### src/rtl/spi_mem_arbiter_if.sv
// spi_mem_arbiter_if: SPI, debug and RAM signals of the shared-RAM arbiter
interface spi_mem_arbiter_if #(
  parameter int ADDR_W = 6,
  parameter int DATA_W = 8
);
  logic              spi_req;
  logic              spi_we;
  logic [ADDR_W-1:0] spi_addr;
  logic [DATA_W-1:0] spi_wdata;
  logic              spi_ack;
  logic [DATA_W-1:0] spi_rdata;
  logic              dbg_req;
  logic [ADDR_W-1:0] dbg_addr;
  logic              dbg_ack;
  logic [DATA_W-1:0] dbg_rdata;
  logic              mem_en;
  logic              mem_we;
  logic [ADDR_W-1:0] mem_addr;
  logic [DATA_W-1:0] mem_wdata;
  logic [DATA_W-1:0] mem_rdata;
  logic              busy;
  modport slave (
    input  spi_req, spi_we, spi_addr, spi_wdata, dbg_req, dbg_addr, mem_rdata,
    output spi_ack, spi_rdata, dbg_ack, dbg_rdata, mem_en, mem_we, mem_addr, mem_wdata, busy
  );
  modport master (
    output spi_req, spi_we, spi_addr, spi_wdata, dbg_req, dbg_addr, mem_rdata,
    input  spi_ack, spi_rdata, dbg_ack, dbg_rdata, mem_en, mem_we, mem_addr, mem_wdata, busy
  );
endinterface

### src/rtl/spi_mem_arbiter.sv
// spi_mem_arbiter: shares one RAM between SPI (r/w) and a starvation-guarded debug reader
module spi_mem_arbiter #(
  parameter int ADDR_W       = 6,
  parameter int DATA_W       = 8,
  parameter int STARVE_LIMIT = 4
) (
  input logic              clk,
  input logic              rst_n,
  spi_mem_arbiter_if.slave bus
);
  typedef enum logic [1:0] {IDLE, ACCESS, CAPTURE, DONE} state_t;
  state_t     state;
  logic [3:0] streak;
  logic       owner_dbg;
  logic       op_we;
  logic       dbg_win;
  always_comb dbg_win = bus.dbg_req & (!bus.spi_req | streak == 4'(STARVE_LIMIT));
  always_ff @(posedge clk) begin
    if (!rst_n) begin
      state         <= IDLE;
      streak        <= '0;
      owner_dbg     <= 1'b0;
      op_we         <= 1'b0;
      bus.mem_en    <= 1'b0;
      bus.mem_we    <= 1'b0;
      bus.mem_addr  <= {ADDR_W{1'b0}};
      bus.mem_wdata <= {DATA_W{1'b0}};
      bus.spi_ack   <= 1'b0;
      bus.dbg_ack   <= 1'b0;
      bus.spi_rdata <= {DATA_W{1'b0}};
      bus.dbg_rdata <= {DATA_W{1'b0}};
      bus.busy      <= 1'b0;
    end else begin
      case (state)
        IDLE: begin
          bus.mem_en <= 1'b0;
          if (bus.spi_req | bus.dbg_req) begin
            owner_dbg     <= dbg_win;
            op_we         <= !dbg_win & bus.spi_we;
            bus.mem_en    <= 1'b1;
            bus.mem_we    <= !dbg_win & bus.spi_we;
            bus.mem_addr  <= dbg_win ? bus.dbg_addr : bus.spi_addr;
            bus.mem_wdata <= dbg_win ? {DATA_W{1'b0}} : bus.spi_wdata;
            // SPI can only win a contested round while below the limit, so +1 never overshoots
            streak        <= (!dbg_win & bus.dbg_req) ? streak + 4'd1 : 4'd0;
            bus.busy      <= 1'b1;
            state         <= ACCESS;
          end
        end
        ACCESS: begin
          bus.mem_en <= 1'b0;
          bus.mem_we <= 1'b0;
          state      <= CAPTURE;
        end
        CAPTURE: begin
          if (!op_we && owner_dbg) bus.dbg_rdata <= bus.mem_rdata;
          if (!op_we && !owner_dbg) bus.spi_rdata <= bus.mem_rdata;
          bus.spi_ack <= !owner_dbg;
          bus.dbg_ack <= owner_dbg;
          state       <= DONE;
        end
        default: begin
          bus.spi_ack <= 1'b0;
          bus.dbg_ack <= 1'b0;
          bus.busy    <= 1'b0;
          state       <= IDLE;
        end
      endcase
    end
  end
endmodule

### src/flat_wrapper.sv
// flat-port wrapper written by rule: the top's interface ports become plain ports
module spi_mem_arbiter_flat 
#(
  parameter int ADDR_W       = 6,
  parameter int DATA_W       = 8,
  parameter int STARVE_LIMIT = 4
)
  (clk, rst_n, bus_spi_req, bus_spi_we, bus_spi_addr, bus_spi_wdata, bus_dbg_req, bus_dbg_addr, bus_mem_rdata, bus_spi_ack, bus_spi_rdata, bus_dbg_ack, bus_dbg_rdata, bus_mem_en, bus_mem_we, bus_mem_addr, bus_mem_wdata, bus_busy);
  spi_mem_arbiter_if #(.ADDR_W(ADDR_W), .DATA_W(DATA_W)) bus_i ();
  input logic clk;
  input logic rst_n;
  input wire logic [$bits(bus_i.spi_req)-1:0] bus_spi_req;
  input wire logic [$bits(bus_i.spi_we)-1:0] bus_spi_we;
  input wire logic [$bits(bus_i.spi_addr)-1:0] bus_spi_addr;
  input wire logic [$bits(bus_i.spi_wdata)-1:0] bus_spi_wdata;
  input wire logic [$bits(bus_i.dbg_req)-1:0] bus_dbg_req;
  input wire logic [$bits(bus_i.dbg_addr)-1:0] bus_dbg_addr;
  input wire logic [$bits(bus_i.mem_rdata)-1:0] bus_mem_rdata;
  output wire logic [$bits(bus_i.spi_ack)-1:0] bus_spi_ack;
  output wire logic [$bits(bus_i.spi_rdata)-1:0] bus_spi_rdata;
  output wire logic [$bits(bus_i.dbg_ack)-1:0] bus_dbg_ack;
  output wire logic [$bits(bus_i.dbg_rdata)-1:0] bus_dbg_rdata;
  output wire logic [$bits(bus_i.mem_en)-1:0] bus_mem_en;
  output wire logic [$bits(bus_i.mem_we)-1:0] bus_mem_we;
  output wire logic [$bits(bus_i.mem_addr)-1:0] bus_mem_addr;
  output wire logic [$bits(bus_i.mem_wdata)-1:0] bus_mem_wdata;
  output wire logic [$bits(bus_i.busy)-1:0] bus_busy;
  assign bus_i.spi_req = bus_spi_req;
  assign bus_i.spi_we = bus_spi_we;
  assign bus_i.spi_addr = bus_spi_addr;
  assign bus_i.spi_wdata = bus_spi_wdata;
  assign bus_i.dbg_req = bus_dbg_req;
  assign bus_i.dbg_addr = bus_dbg_addr;
  assign bus_i.mem_rdata = bus_mem_rdata;
  assign bus_spi_ack = bus_i.spi_ack;
  assign bus_spi_rdata = bus_i.spi_rdata;
  assign bus_dbg_ack = bus_i.dbg_ack;
  assign bus_dbg_rdata = bus_i.dbg_rdata;
  assign bus_mem_en = bus_i.mem_en;
  assign bus_mem_we = bus_i.mem_we;
  assign bus_mem_addr = bus_i.mem_addr;
  assign bus_mem_wdata = bus_i.mem_wdata;
  assign bus_busy = bus_i.busy;
  spi_mem_arbiter #(.ADDR_W(ADDR_W), .DATA_W(DATA_W), .STARVE_LIMIT(STARVE_LIMIT)) u_core (.clk(clk), .rst_n(rst_n), .bus(bus_i));
endmodule
### config.mk
export PLATFORM = sky130hd
export DESIGN_NAME = spi_mem_arbiter_flat
export DESIGN_NICKNAME = d
export VERILOG_FILES = /design/src/rtl/spi_mem_arbiter_if.sv /design/src/rtl/spi_mem_arbiter.sv /design/src/flat_wrapper.sv
export SDC_FILE = /design/constraint.sdc
export NUM_CORES = 1
export LEC_CHECK = 0
export CAP_MARGIN = 20
export CORE_MARGIN = 1.5
export CORE_UTILIZATION = 40
export CTS_CLUSTER_SIZE = 12
export DETAILED_ROUTE_END_ITERATION = 6
export PLACE_DENSITY = 0.76
export RECOVER_POWER = 25
export SYNTH_ARGS = -nofsm -noshare
export SYNTH_HDL_FRONTEND = slang
export SYNTH_SLANG_ARGS = --single-unit
### constraint.sdc
create_clock -name clk -period 1.5 [get_ports clk]
set_clock_uncertainty 0.15 [all_clocks]
set_input_delay 0.15 -clock clk [delete_from_list [all_inputs] [get_ports clk]]
set_output_delay 0.15 -clock clk [all_outputs]
set_load 0.02 [all_outputs]
## After elaboration in Yosys (flattened, before gate mapping)

Index checks and enable logic that the tools add are counted.

| word-level totals | value |
|---|---|
| output and inout bits | 35 |
| logic and storage cells | 52 |
| flip-flop bits (word level) | 43 |
| input port bits | 33 |

| cells by class | value |
|---|---|
| multiplexer cells | 13 |
| equal/unequal tests | 4 |
| bitwise gates (word level) | 6 |
| add/sub/neg operators | 1 |
| reductions and logical operators | 15 |

Operator list:

| kind | count |
|---|---|
| 1-bit one-hot mux with 2 select lines | 5 |
| 2-bit AND reduction | 5 |
| 8-bit 2-to-1 mux | 1 |
| 6-bit 2-to-1 mux | 1 |
| 2-bit one-hot mux with 3 select lines | 1 |
| 4-bit by 1-bit adder with 4-bit output (second input constant) | 1 |
| 4-bit by 3-bit equality test with 1-bit output (second input constant) | 1 |
| 1-bit logical NOT | 4 |
| 4-bit 2-to-1 mux | 1 |
| 2-bit OR reduction | 2 |
| 1-bit AND | 3 |
| 1-bit 2-to-1 mux | 3 |
| 2-bit by 1-bit equality test with 1-bit output (second input constant) | 1 |
| 2-bit equality test (second input constant) | 1 |
| 1-bit logical AND | 2 |
| 2-bit logical NOT | 1 |
| 2-bit 2-to-1 mux | 1 |
| 2-bit by 1-bit != test with 1-bit output (second input constant) | 1 |
| 1-bit OR | 2 |
| 2-bit nonzero test | 1 |
| 1-bit inverter | 1 |

## Depth between registers and ports, before layout

Gate-level depths: netlist of run 1.

| depth | value |
|---|---|
| depth after elaboration | 7 |
| mapped depth | 7 |

## Worst setup path before layout of run 1

No wires, ideal clock.

| timing path | value |
|---|---|
| path kind | reg2reg |
| start | register u_core.state[0] |
| end | register u_core.bus.dbg_ack |
| stages on the path, launching flop included | 8 |
| arrival time | 1.244 ns |
| period minus slack after synthesis | 1.521 ns |
| path buffers | 2 |
| required time | 1.222 ns |
| path slack | -0.021 ns |
| cell sequence | dfxtp_1 > inv_1 > ha_1 > buf_4 > buf_2 > o21a_1 > a31oi_1 > nor2_1 |

| on the way | value |
|---|---|
| longest elaborated chain between the ends | 3 |
| elaborated cells on any way between the ends | 5 |
| those cells by class | eq/ne: 2; mux: 1; reduce/logical: 2 |

RTL lines:

| element | line | text |
|---|---|---|
| from (decl) | spi_mem_arbiter.sv:12 | `state_t state;` |
| from (signal assigned) | spi_mem_arbiter.sv:20 | `state <= IDLE;` |
| from (signal assigned) | spi_mem_arbiter.sv:47 | `state <= ACCESS;` |
| from (signal assigned) | spi_mem_arbiter.sv:53 | `state <= CAPTURE;` |
| 2-bit by 1-bit equality test with 1-bit output or 2-bit logical NOT (tied branches) | spi_mem_arbiter.sv:34 | `case (state)` |
| 2-bit OR reduction (no source line) | - |  |
| 1-bit one-hot mux with 2 select lines | spi_mem_arbiter.sv:34 |  |
| to (signal assigned) | spi_mem_arbiter.sv:59 | `bus.dbg_ack <= owner_dbg;` |
| to (decl) | spi_mem_arbiter_if.sv:24 | `output spi_ack, spi_rdata, dbg_ack, dbg_rdata, mem_en, mem_we, mem_addr, mem_wdata, busy` |

Several ways; a longest one is shown, not always the timed one.
A chain may end at the register's enable or synchronous reset.

## Final worst setup path of run 1

| timing path | value |
|---|---|
| start | register u_core.state[1] |
| end | register u_core.bus.spi_rdata[0] |

| on the way | value |
|---|---|
| longest elaborated chain between the ends | 2 |

RTL lines:

| element | line | text |
|---|---|---|
| 2-bit equality test | spi_mem_arbiter.sv:34 |  |
| 2-bit AND reduction (no source line) | - |  |
| to (signal assigned) | spi_mem_arbiter.sv:30 | `bus.spi_rdata <= {DATA_W{1'b0}};` |
| to (signal assigned) | spi_mem_arbiter.sv:57 | `if (!op_we && !owner_dbg) bus.spi_rdata <= bus.mem_rdata;` |
| to (decl) | spi_mem_arbiter_if.sv:24 |  |

Every way passes these cells.

==> results of run 1 <==
## worst paths after layout
kind                      startpoint                       to  slack [ns]  depth (start not counted)
min reg2reg  u_core.bus.mem_wdata[7]  u_core.bus.mem_wdata[7]        0.32                          2
min                 bus_spi_wdata[5]  u_core.bus.mem_wdata[5]        0.26                          3
max reg2reg          u_core.state[1]  u_core.bus.spi_rdata[0]        0.05                          6
max                  u_core.state[1]  u_core.bus.spi_rdata[0]        0.05                          6
## cell families (layout without fill, tap and decap cells)
family,Yosys count,after routing
compound gates,38,38
xor+xnor,2,2
fa+ha+maj,6,6
buf+inv,19,107
flops,43,43
mux,18,18
simple gates,71,71
## cell type report
| class | count | area, um2 |
|---|---|---|
| fill | 355 | 1530 |
| clock buffer | 5 | 68.8 |
| inverter | 5 | 21.3 |
| tap | 52 | 65.1 |
| multi-input combinational | 135 | 970 |
| clock inverter | 3 | 23.8 |
| sequential | 43 | 863 |
| timing repair buffer | 94 | 876 |
## per-layer routing
metal | vias up | track usage (%) | routed length (um)
li1 | 872 | - | -
met2 | 42 | 30.8 | 2180
met3 | 4 | 5.06 | 275
met1 | 772 | 21.3 | 1940
met4 | 0 | 6.29 | 61
met5 | - | 0 | 0
## worst max-delay path, cell delays in order, from the launching register on
cell,delay [ns]
dfxtp_2,0.35
buf_6,0.10
ha_4,0.13
nor3b_4,0.22
buf_6,0.16
mux2i_1,0.19
nor2_1,0.06
## cells in the mapped netlist
cell      count  area share [%]
a211oi_1      6             2.4
a211oi_2      1            0.67
a21bo_2       1            0.54
a21oi_1       2            0.54
a31oi_1       2            0.67
a32oi_1       1            0.47
and4b_1       6             3.2
buf_1         1            0.20
buf_2         6             1.6
buf_4         2            0.80
buf_6         2             1.2
clkbuf_1      3            0.60
clkinv_1      1            0.20
dfxtp_1      43              46
ha_1          6             4.0
inv_1         4            0.80
mux2i_1      18             9.7
nand2_1      10             2.0
nand2b_1      1            0.34
nand3_1      11             2.9
nand3b_1      4             1.6
nand4b_4      1             1.3
nor2_1       24             4.8
nor3_1        9             2.4
nor3b_1       2            0.80
nor4_1        1            0.34
o211ai_1      1            0.40
o21a_1        2            0.80
o21ai_0      19             5.1
o21ai_4       1            0.87
o221a_2       1            0.60
o22ai_1       1            0.34
or3_1         2            0.67
xnor2_1       1            0.47
xor2_1        1            0.47
## power by group through the flow
| stage | Combinational (mW) | Clock, mW | Sequential [mW] |
|---|---|---|---|
| 2_1_floorplan | 0.841 | 0 | 1.71 |
| 3_3_place_gp | 1.87 | 0 | 1.49 |
| 3_5_place_dp | 1.89 | 0 | 1.50 |
| 4_1_cts | 1.84 | 0.774 | 1.47 |
| 5_1_grt | 2.15 | 0.815 | 1.51 |
| 6_report | 1.98 | 0.756 | 1.48 |
## through the flow
step | hold slack, ns | setup TNS [ns]
6_report | 0.256 | 0
5_1_grt | 0.259 | -0.140
4_1_cts | 0.255 | -0.00380
3_5_place_dp | 0.314 | -4.00
3_3_place_gp | 0.304 | -3.12
2_1_floorplan | 0.140 | 0
## state kept, by name (all words and copies together) (netlist names)
register and flops:
u_core.owner_dbg 1, u_core.bus.mem_we 1, u_core.bus.spi_ack 1, u_core.state 2
u_core.streak 4, u_core.op_we 1, u_core.bus.dbg_ack 1, u_core.bus.busy 1
u_core.bus.mem_en 1, u_core.bus.spi_rdata 8, u_core.bus.mem_wdata 8, u_core.bus.dbg_rdata 8
u_core.bus.mem_addr 6
## what timing repair did
action / in CTS / in global routing
hold buffers: 0 / 0
setup buffers: 0 / 2
endpoints found under the setup margin: 54 / 22
pin swaps: 0 / 4
resized for setup: 42 / 13
==> run metrics, run 1 <==
Hold Crit Class=input port to register; vias in the first global route=1594; die height=71.3 um; H-Tree Depth=2; Reg power frac=35.2%; Compound-Gate Fraction of Synth Area=13.4%; Psw=1.52 mW; CP Max Fanout=5; post-synthesis xor/xnor area fraction=0.938%; clock slew seen by the registers of the worst setup and hold paths=0.09 ns; Highest Clock Rate=688 MHz; Layout Cell Area excl Fill=2890 um2; TritonCTS Buffers=5; Starting Density=42.3%; share of cells above drive strength 1=17.5%; RePlAce Congestion=0.781; placed cell areas=2740 um2; total power=4.21 mW; CP Launch Type=register; Final min period=1.45 ns; dpl hpwl=3200 um; io pins=68; area of the core=4410 um2; Hold Vio Cnt, Final=0; commonest non-fill, non-tap cell in the layout=dfxtp_1; dpl ws=-0.289 ns; clk sink count=43; grt ovf=0; mux share of post-synthesis cell area=9.65%; setup slack after layout=0.0469 ns; status=completed; Synth cell types=35; Slew @ Worst Pin=0.333 ns; Placed Cells=327; Max IR drop VDD=0.000858 V; detailed-route DRC error count=0; power share of the clock group=17.9%; Syn Inst Count=197; commonest non-fill, non-tap cells in the layout=dfxtp_1 (41), dlygate4sd2_1 (35), clkdlybuf4s50_1 (31), nor2_1 (23), buf_4 (20); Routed WL=4470 um; Logic pwr share=46.9%; Critical Path AT=1.50 ns; routed vias/inst=5.01; worst-skew pair later-pin latency=0.30 ns; Layout area overhead=54.7%; Post-DRT Antenna Nets=0; clk root buf=clkbuf_8; Pre-Repair DR Iteration Count=4; WS Path Type=register to register; row count=24; largest net degree at the start of global routing=27; Slew headroom=77.7%; Pins Over Slew Limit=0; via count=1690; Power Dens Cells=1460 nW/um2; CTS tree=done; antenna cell count=0; P_leak=1.31 nW; RSZ-0062 raised after global routing=true; post-synthesis adder-cell area fraction=4.02%; Pint=2.69 mW; CP endpoint kind=register; Final Cycle Share=96.9%; final setup violation count=0; largest family of logic cells by synthesized area=simple AND/OR/NAND/NOR gates; GRT Total Usage=17.9%; synthesized flop and latch total=43; First DRT Iteration DRCs=78; global-route wire length before repair=7260 um; post-synth net total=236; sequential area share after synthesis=46.1%; Layout Utilization=65.4%; Synth Area per Inst=9.48 um2; area share of and/or/nand/nor cells after synthesis=20.4%; Buffers on Ports=67; Sw Ratio=36.1%; Routed WL per cell=13.2 um; CTS Buffer Depth=2; Max-Cap Viols=0; Final Non-Filler Cells=337; final net count=323; Worst Path Required=1.55 ns; Synthesis Warnings=0; Post-Syn Area=1870 um2; initial antenna violation count=0; Die Wd=71.3 um; DIE AREA=5090 um2
(Power assumes the default switching activity.)
==> run 2: changes to the inputs <==
--- a/config.mk
+++ b/config.mk
@@ -7,10 +7,10 @@
 export LEC_CHECK = 0
 export CAP_MARGIN = 20
 export CORE_MARGIN = 1.5
-export CORE_UTILIZATION = 40
+export CORE_UTILIZATION = 47
 export CTS_CLUSTER_SIZE = 12
 export DETAILED_ROUTE_END_ITERATION = 6
-export PLACE_DENSITY = 0.76
+export PLACE_DENSITY = 0.84
 export RECOVER_POWER = 25
 export SYNTH_ARGS = -nofsm -noshare
 export SYNTH_HDL_FRONTEND = slang
==> constraint.sdc (replaced) <==
create_clock -name clk -period 1.7 [get_ports clk]
set_clock_uncertainty 0.15 [all_clocks]
set_input_delay 0.17 -clock clk [delete_from_list [all_inputs] [get_ports clk]]
set_output_delay 0.17 -clock clk [all_outputs]
set_load 0.02 [all_outputs]
==> run 2 against run 1 <==
Net effect: combinational power down 24%; routed wire length down 1.0%; via count down 0.36%; cell area down 4.1%; clock power up 24%; global-route usage up 4.4 points; setup slack better by 0.022 ns; utilization up 8.6 points; register-to-register slack better by 0.05 ns; sequential cell count unchanged; largest cell class unchanged.
==> run metrics, run 2 (synthesis results as in run 1) <==
status=completed (unchanged); H-Tree Depth=2 (unchanged); Layout area overhead=48.4% (was 54.7%); Final Non-Filler Cells=320 (was 337); share of cells above drive strength 1=11.4% (was 17.5%); Top Registers=u_core.bus.dbg_rdata (8), u_core.bus.mem_wdata (8), u_core.bus.spi_rdata (8) (unchanged); routed vias/inst=5.26 (was 5.01); Worst Path Required=1.38 ns (was 1.55 ns); clk root buf=clkbuf_8 (unchanged); clock slew seen by the registers of the worst setup and hold paths=0.08 ns (was 0.09 ns); antenna cell count=0 (unchanged); Final Cycle Share=96.0%; die height=66.0 um (was 71.3 um); Layout Utilization=74.0% (was 65.4%); Hold Vio Cnt, Final=0 (unchanged); largest net degree at the start of global routing=27 (unchanged); Layout fillers=287 (was 355); CTS Buffer Depth=2 (unchanged); Placed Cells=312 (was 327); GRT Total Usage=22.3% (was 17.9%); Highest Clock Rate=613 MHz; RSZ-0062 raised after global routing=false (was true); Slew headroom=77.6% (was 77.7%); row count=22 (was 24); worst-skew pair later-pin latency=0.29 ns (was 0.30 ns); Final min period=1.63 ns; Critical Path AT=1.31 ns (was 1.50 ns); total power=3.76 mW (was 4.21 mW); Slowest-stage cell, CP=dlygate4sd3_1 (was dfxtp_2); WS Path Type=register to output port (was register to register); final setup TNS=0 ns (unchanged); P_leak=1.12 nW (was 1.31 nW); cell class contributing the biggest share of worst-path delay=buffers and inverters (was flip-flops); via count=1684 (was 1690); Hold Buf Count CTS=0 (unchanged); CP Launch Type=register (unchanged); Pins Over Slew Limit=0 (unchanged); Pre-Repair DR Iteration Count=4 (unchanged); Post-DRT Antenna Nets=0 (unchanged); dpl hpwl=3190 um (was 3200 um); final net count=310 (was 323); Routed WL=4420 um (was 4470 um); Power Dens Cells=1360 nW/um2 (was 1460 nW/um2); Slew @ Worst Pin=0.335 ns (was 0.333 ns); Die Wd=66.0 um (was 71.3 um); detailed-route DRC error count=0 (unchanged); First DRT Iteration DRCs=101 (was 78); global-route wire length before repair=7480 um (was 7260 um); commonest non-fill, non-tap cell in the layout=clkdlybuf4s50_1 (was dfxtp_1); CTS tree=done (unchanged); Routed WL per cell=13.8 um (was 13.2 um); io pins=68 (unchanged); CP Max Fanout=2 (was 5); grt ovf=0 (unchanged); vias in the first global route=1673 (was 1594); CP endpoint kind=output port (was register); initial antenna violation count=0 (unchanged); Max IR drop VDD=0.000922 V (was 0.000858 V); crit path buf inv count=1 (was 2); DIE AREA=4360 um2 (was 5090 um2); area of the core=3740 um2 (was 4410 um2); final setup violation count=0 (unchanged); commonest non-fill, non-tap cells in the layout=clkdlybuf4s50_1 (55), dfxtp_1 (43), nor2_1 (24), o21ai_0 (19), mux2i_1 (18) (was dfxtp_1 (41), dlygate4sd2_1 (35), clkdlybuf4s50_1 (31), nor2_1 (23), buf_4 (20)); Buffers on Ports=67 (unchanged); Crit path largest cell delay=0.67 ns (was 0.35 ns); TritonCTS Buffers=5 (unchanged); RePlAce Congestion=0.762 (was 0.781); Max-Cap Viols=0 (unchanged); Starting Density=49.9% (was 42.3%); clk sink count=43 (unchanged); critical path cell sequence=dlygate4sd3_1 (was buf_6 -> ha_4 -> nor3b_4 -> buf_6 -> mux2i_1 -> nor2_1); Hold Crit Class=input port to register (unchanged)
## run 2: cell count changes in the layout (fill, tap and decap cells not counted), sizes merged, moves of 2 or more
cell	change
buf	-13
dlygate4sd3	+12
clkdlybuf4s50	+24
dlygate4sd2	-35
bufinv	+2
## run 2: worst paths after layout
path | depth (start not counted) | start | endpoint | slack (ns)
worst max-delay path | 1 | u_core.bus.mem_addr[0] | bus_mem_addr[0] | 0.07
worst min-delay path | 3 | bus_spi_wdata[6] | u_core.bus.mem_wdata[6] | 0.29
worst max register to register | 6 | u_core.state[0] | u_core.bus.spi_rdata[5] | 0.10
worst min register to register | 2 | u_core.bus.mem_wdata[1] | u_core.bus.mem_wdata[1] | 0.32
## run 2: power by group
part,internal [mW],switching (mW)
Sequential,1.20,0.116
Combinational,0.703,0.805
Clock,0.586,0.351
Total,2.49,1.27
## run 2: final cells by class
cell class                      count  area (um2)  share of cell area, %
Clock inverter                      3        67.6                   2.44
Multi-Input combinational cell    135         918                   33.2
Clock buffer                        5        68.8                   2.48
Inverter                            5        18.8                  0.678
Tap cell                           48        60.1                   2.17
Sequential cell                    43         861                   31.1
Timing Repair Buffer               81         776                   28.0
## run 2: layer usage
layer / vias up / global-route usage, % / wire, um
met3: 4 / 5.28 / 261
met5: - / 0 / 0
li1: 844 / - / -
met1: 788 / 27.3 / 1960
met2: 48 / 38.8 / 2160
met4: 0 / 6.38 / 38
## run 2: timing repair
item / 4_1_cts / 5_1_grt
setup buffers: 0 / 0
pin swaps: 0 / 0
endpoints found under the setup margin: 7 / 13
resized for setup: 1 / 2
## run 2: per-stage QoR
step	setup slack [ns]	cell area [um2]	hold WS (ns)
after floorplan	0.179	1870	0.160
after global placement	-0.0373	2630	0.305
after detailed placement	-0.116	2630	0.315
after CTS	0.0654	2770	0.281
after global routing	0.00222	2770	0.320
final	0.0686	2770	0.285
==> run 3: changes to the inputs <==
--- a/config.mk
+++ b/config.mk
@@ -6,11 +6,12 @@
 export NUM_CORES = 1
 export LEC_CHECK = 0
 export CAP_MARGIN = 20
+export CORE_ASPECT_RATIO = 1.25
 export CORE_MARGIN = 1.5
 export CORE_UTILIZATION = 47
 export CTS_CLUSTER_SIZE = 12
 export DETAILED_ROUTE_END_ITERATION = 6
-export PLACE_DENSITY = 0.84
+export PLACE_DENSITY_LB_ADDON = 0.1
 export RECOVER_POWER = 25
 export SYNTH_ARGS = -nofsm -noshare
 export SYNTH_HDL_FRONTEND = slang
==> run 3 against run 2 <==
Net effect: cell area rose by 1.5%; combinational power rose by 6%; routed wire length fell by 3.9%; critical path depth stayed put; global-route usage is 1.1 points lower; critical path type unchanged; critical endpoint is now bus_spi_rdata[4]; highest routed layer unchanged.
==> run metrics, run 3 (synthesis results as in run 1) <==
Placed Cells=326 (was 312); placed cell areas=2720 um2 (was 2630 um2); Slowest-stage cell, CP=dlygate4sd3_1 (unchanged); WS Path Type=register to output port (unchanged); CP endpoint kind=output port (unchanged); initial antenna violation count=0 (unchanged); Layout Cell Area excl Fill=2810 um2 (was 2770 um2); routed vias/inst=5.07 (was 5.26); antenna cell count=0 (unchanged); Crit path largest cell delay=0.67 ns (about the same); hold slack=0.276 ns (was 0.285 ns); cell class contributing the biggest share of worst-path delay=buffers and inverters (unchanged); Die Wd=59.4 um (was 66.0 um); die height=73.5 um (was 66.0 um); detailed-route DRC error count=0 (unchanged); Max IR drop VDD=0.000797 V (was 0.000922 V); H-Tree Depth=2 (unchanged); CTS Buffer Depth=2 (unchanged); io pins=68 (unchanged); DIE AREA=4360 um2 (about the same); final setup violation count=0 (unchanged); Critical Path AT=1.28 ns (was 1.31 ns); crit path buf inv count=1 (unchanged); Routed WL=4250 um (was 4420 um); status=completed (unchanged); via count=1695 (was 1684); Pins Over Slew Limit=0 (unchanged); area of the core=3780 um2 (was 3740 um2); vias in the first global route=1633 (was 1673); largest net degree at the start of global routing=27 (unchanged); Layout area overhead=50.6% (was 48.4%); Layout Utilization=74.3% (was 74.0%); Final min period=1.60 ns (was 1.63 ns); row count=25 (was 22); Hold Crit Start=bus_spi_wdata[4] (was bus_spi_wdata[6]); RePlAce Congestion=0.759 (was 0.762); Slew headroom=81.5% (was 77.6%); P_leak=1.12 nW (about the same); clk sink count=43 (unchanged); Hold Crit Class=input port to register (unchanged); share of cells above drive strength 1=13.2% (was 11.4%); CP Max Fanout=2 (unchanged); GRT Total Usage=21.1% (was 22.3%); Hold Vio Cnt, Final=0 (unchanged); critical path cell sequence=dlygate4sd3_1 (unchanged); Routed WL per cell=12.7 um (was 13.8 um); TritonCTS Buffers=5 (unchanged); RSZ-0062 raised after global routing=false (unchanged); Layout fillers=300 (was 287); dpl hpwl=3230 um (was 3190 um); CTS tree=done (unchanged); grt ovf=0 (unchanged); total power=3.62 mW (was 3.76 mW); Max-Cap Viols=0 (unchanged); Final Cycle Share=94.3% (was 96.0%); First DRT Iteration DRCs=91 (was 101); commonest non-fill, non-tap cell in the layout=clkdlybuf4s50_1 (unchanged); final net count=318 (was 310); Buffers on Ports=67 (unchanged); RR Startpoint=u_core.state[1] (was u_core.state[0]); CP Launch Type=register (unchanged); clk root buf=clkbuf_8 (unchanged); Top Registers=u_core.bus.dbg_rdata (8), u_core.bus.mem_wdata (8), u_core.bus.spi_rdata (8) (unchanged); Worst Path Required=1.38 ns (about the same); Setup crit start=u_core.bus.spi_rdata[4] (was u_core.bus.mem_addr[0]); Slew @ Worst Pin=0.276 ns (was 0.335 ns); clock slew seen by the registers of the worst setup and hold paths=0.08 ns (about the same); Final Non-Filler Cells=334 (was 320); Highest Clock Rate=624 MHz (was 613 MHz); Pre-Repair DR Iteration Count=4 (unchanged); worst-skew pair later-pin latency=0.29 ns (about the same); Post-DRT Antenna Nets=0 (unchanged); Starting Density=49.3% (was 49.9%); commonest non-fill, non-tap cells in the layout=clkdlybuf4s50_1 (66), dfxtp_1 (43), nor2_1 (24), o21ai_0 (19) (was clkdlybuf4s50_1 (55), dfxtp_1 (43), nor2_1 (24), o21ai_0 (19), mux2i_1 (18)); global-route wire length before repair=7090 um (was 7480 um); Power Dens Cells=1290 nW/um2 (was 1360 nW/um2)
run 3: cell types whose count changed in the layout (fill, tap and decap cells not counted), sizes merged:
| cell | change |
|---|---|
| clkbuf | +4 |
| dlygate4sd3 | -11 |
| buf | +6 |
| bufinv | -2 |
| clkdlybuf4s50 | +11 |
run 3: area by class of cell:
class | count | area, um2 | area share, %
Inverter | 5 | 18.8 | 0.668
Sequential cell | 43 | 861 | 30.6
Tap cell | 54 | 67.6 | 2.40
Timing Repair Buffer | 89 | 855 | 30.4
Multi-Input combinational cell | 135 | 906 | 32.2
Clock buffer | 7 | 96.3 | 3.43
Clock inverter | 1 | 7.51 | 0.267
run 3: worst paths after layout:
check	end	slack (ns)	cells past startpoint
setup / recovery	bus_spi_rdata[4]	0.1	1
hold / removal	u_core.bus.mem_wdata[4]	0.28	3
setup reg to reg	u_core.streak[3]	0.14	5
hold reg to reg	u_core.bus.mem_wdata[1]	0.33	2
run 3: what timing repair did:
action / 4_1_cts / 5_1_grt
hold buffers: 0 / 0
buffers inserted: 0 / 0
setup endpoints to repair: 0 / 9
gates resized for setup: 0 / 2
run 3: report_power, final:
part / switching (mW) / leakage [nW] / internal (mW)
Combinational: 0.802 / 0.719 / 0.794
Sequential: 0.114 / 0.351 / 1.20
Clock: 0.342 / 0.0505 / 0.369
Total: 1.26 / 1.12 / 2.37
run 3: metrics by stage:
step	setup TNS [ns]	setup slack, ns
after CTS	0	0.0766
after global placement	-0.0303	-0.0174
after floorplan	0	0.179
after detailed placement	-0.168	-0.0679
final	0	0.0962
after global routing	0	0.0385
run 3: worst register-to-register path: cells and delay by family (launching register included):
| kind | cells | cell delay [ns] |
|---|---|---|
| simple gates | 1 | 0.37 |
| flops | 1 | 0.35 |
| compound gates | 2 | 0.30 |
| fa+ha+maj | 1 | 0.22 |
| buf+inv | 1 | 0.09 |
run 3: layer usage:
| layer | share of wire [%] | track usage, % | wire length, um | up-vias |
|---|---|---|---|---|
| met5 | 0 | 0 | 0 | - |
| met4 | 1.3 | 6.82 | 55 | 0 |
| met3 | 6.5 | 7.22 | 275 | 7 |
| met2 | 52 | 37.2 | 2220 | 47 |
| met1 | 40 | 23.3 | 1700 | 785 |
| li1 | - | - | - | 856 |
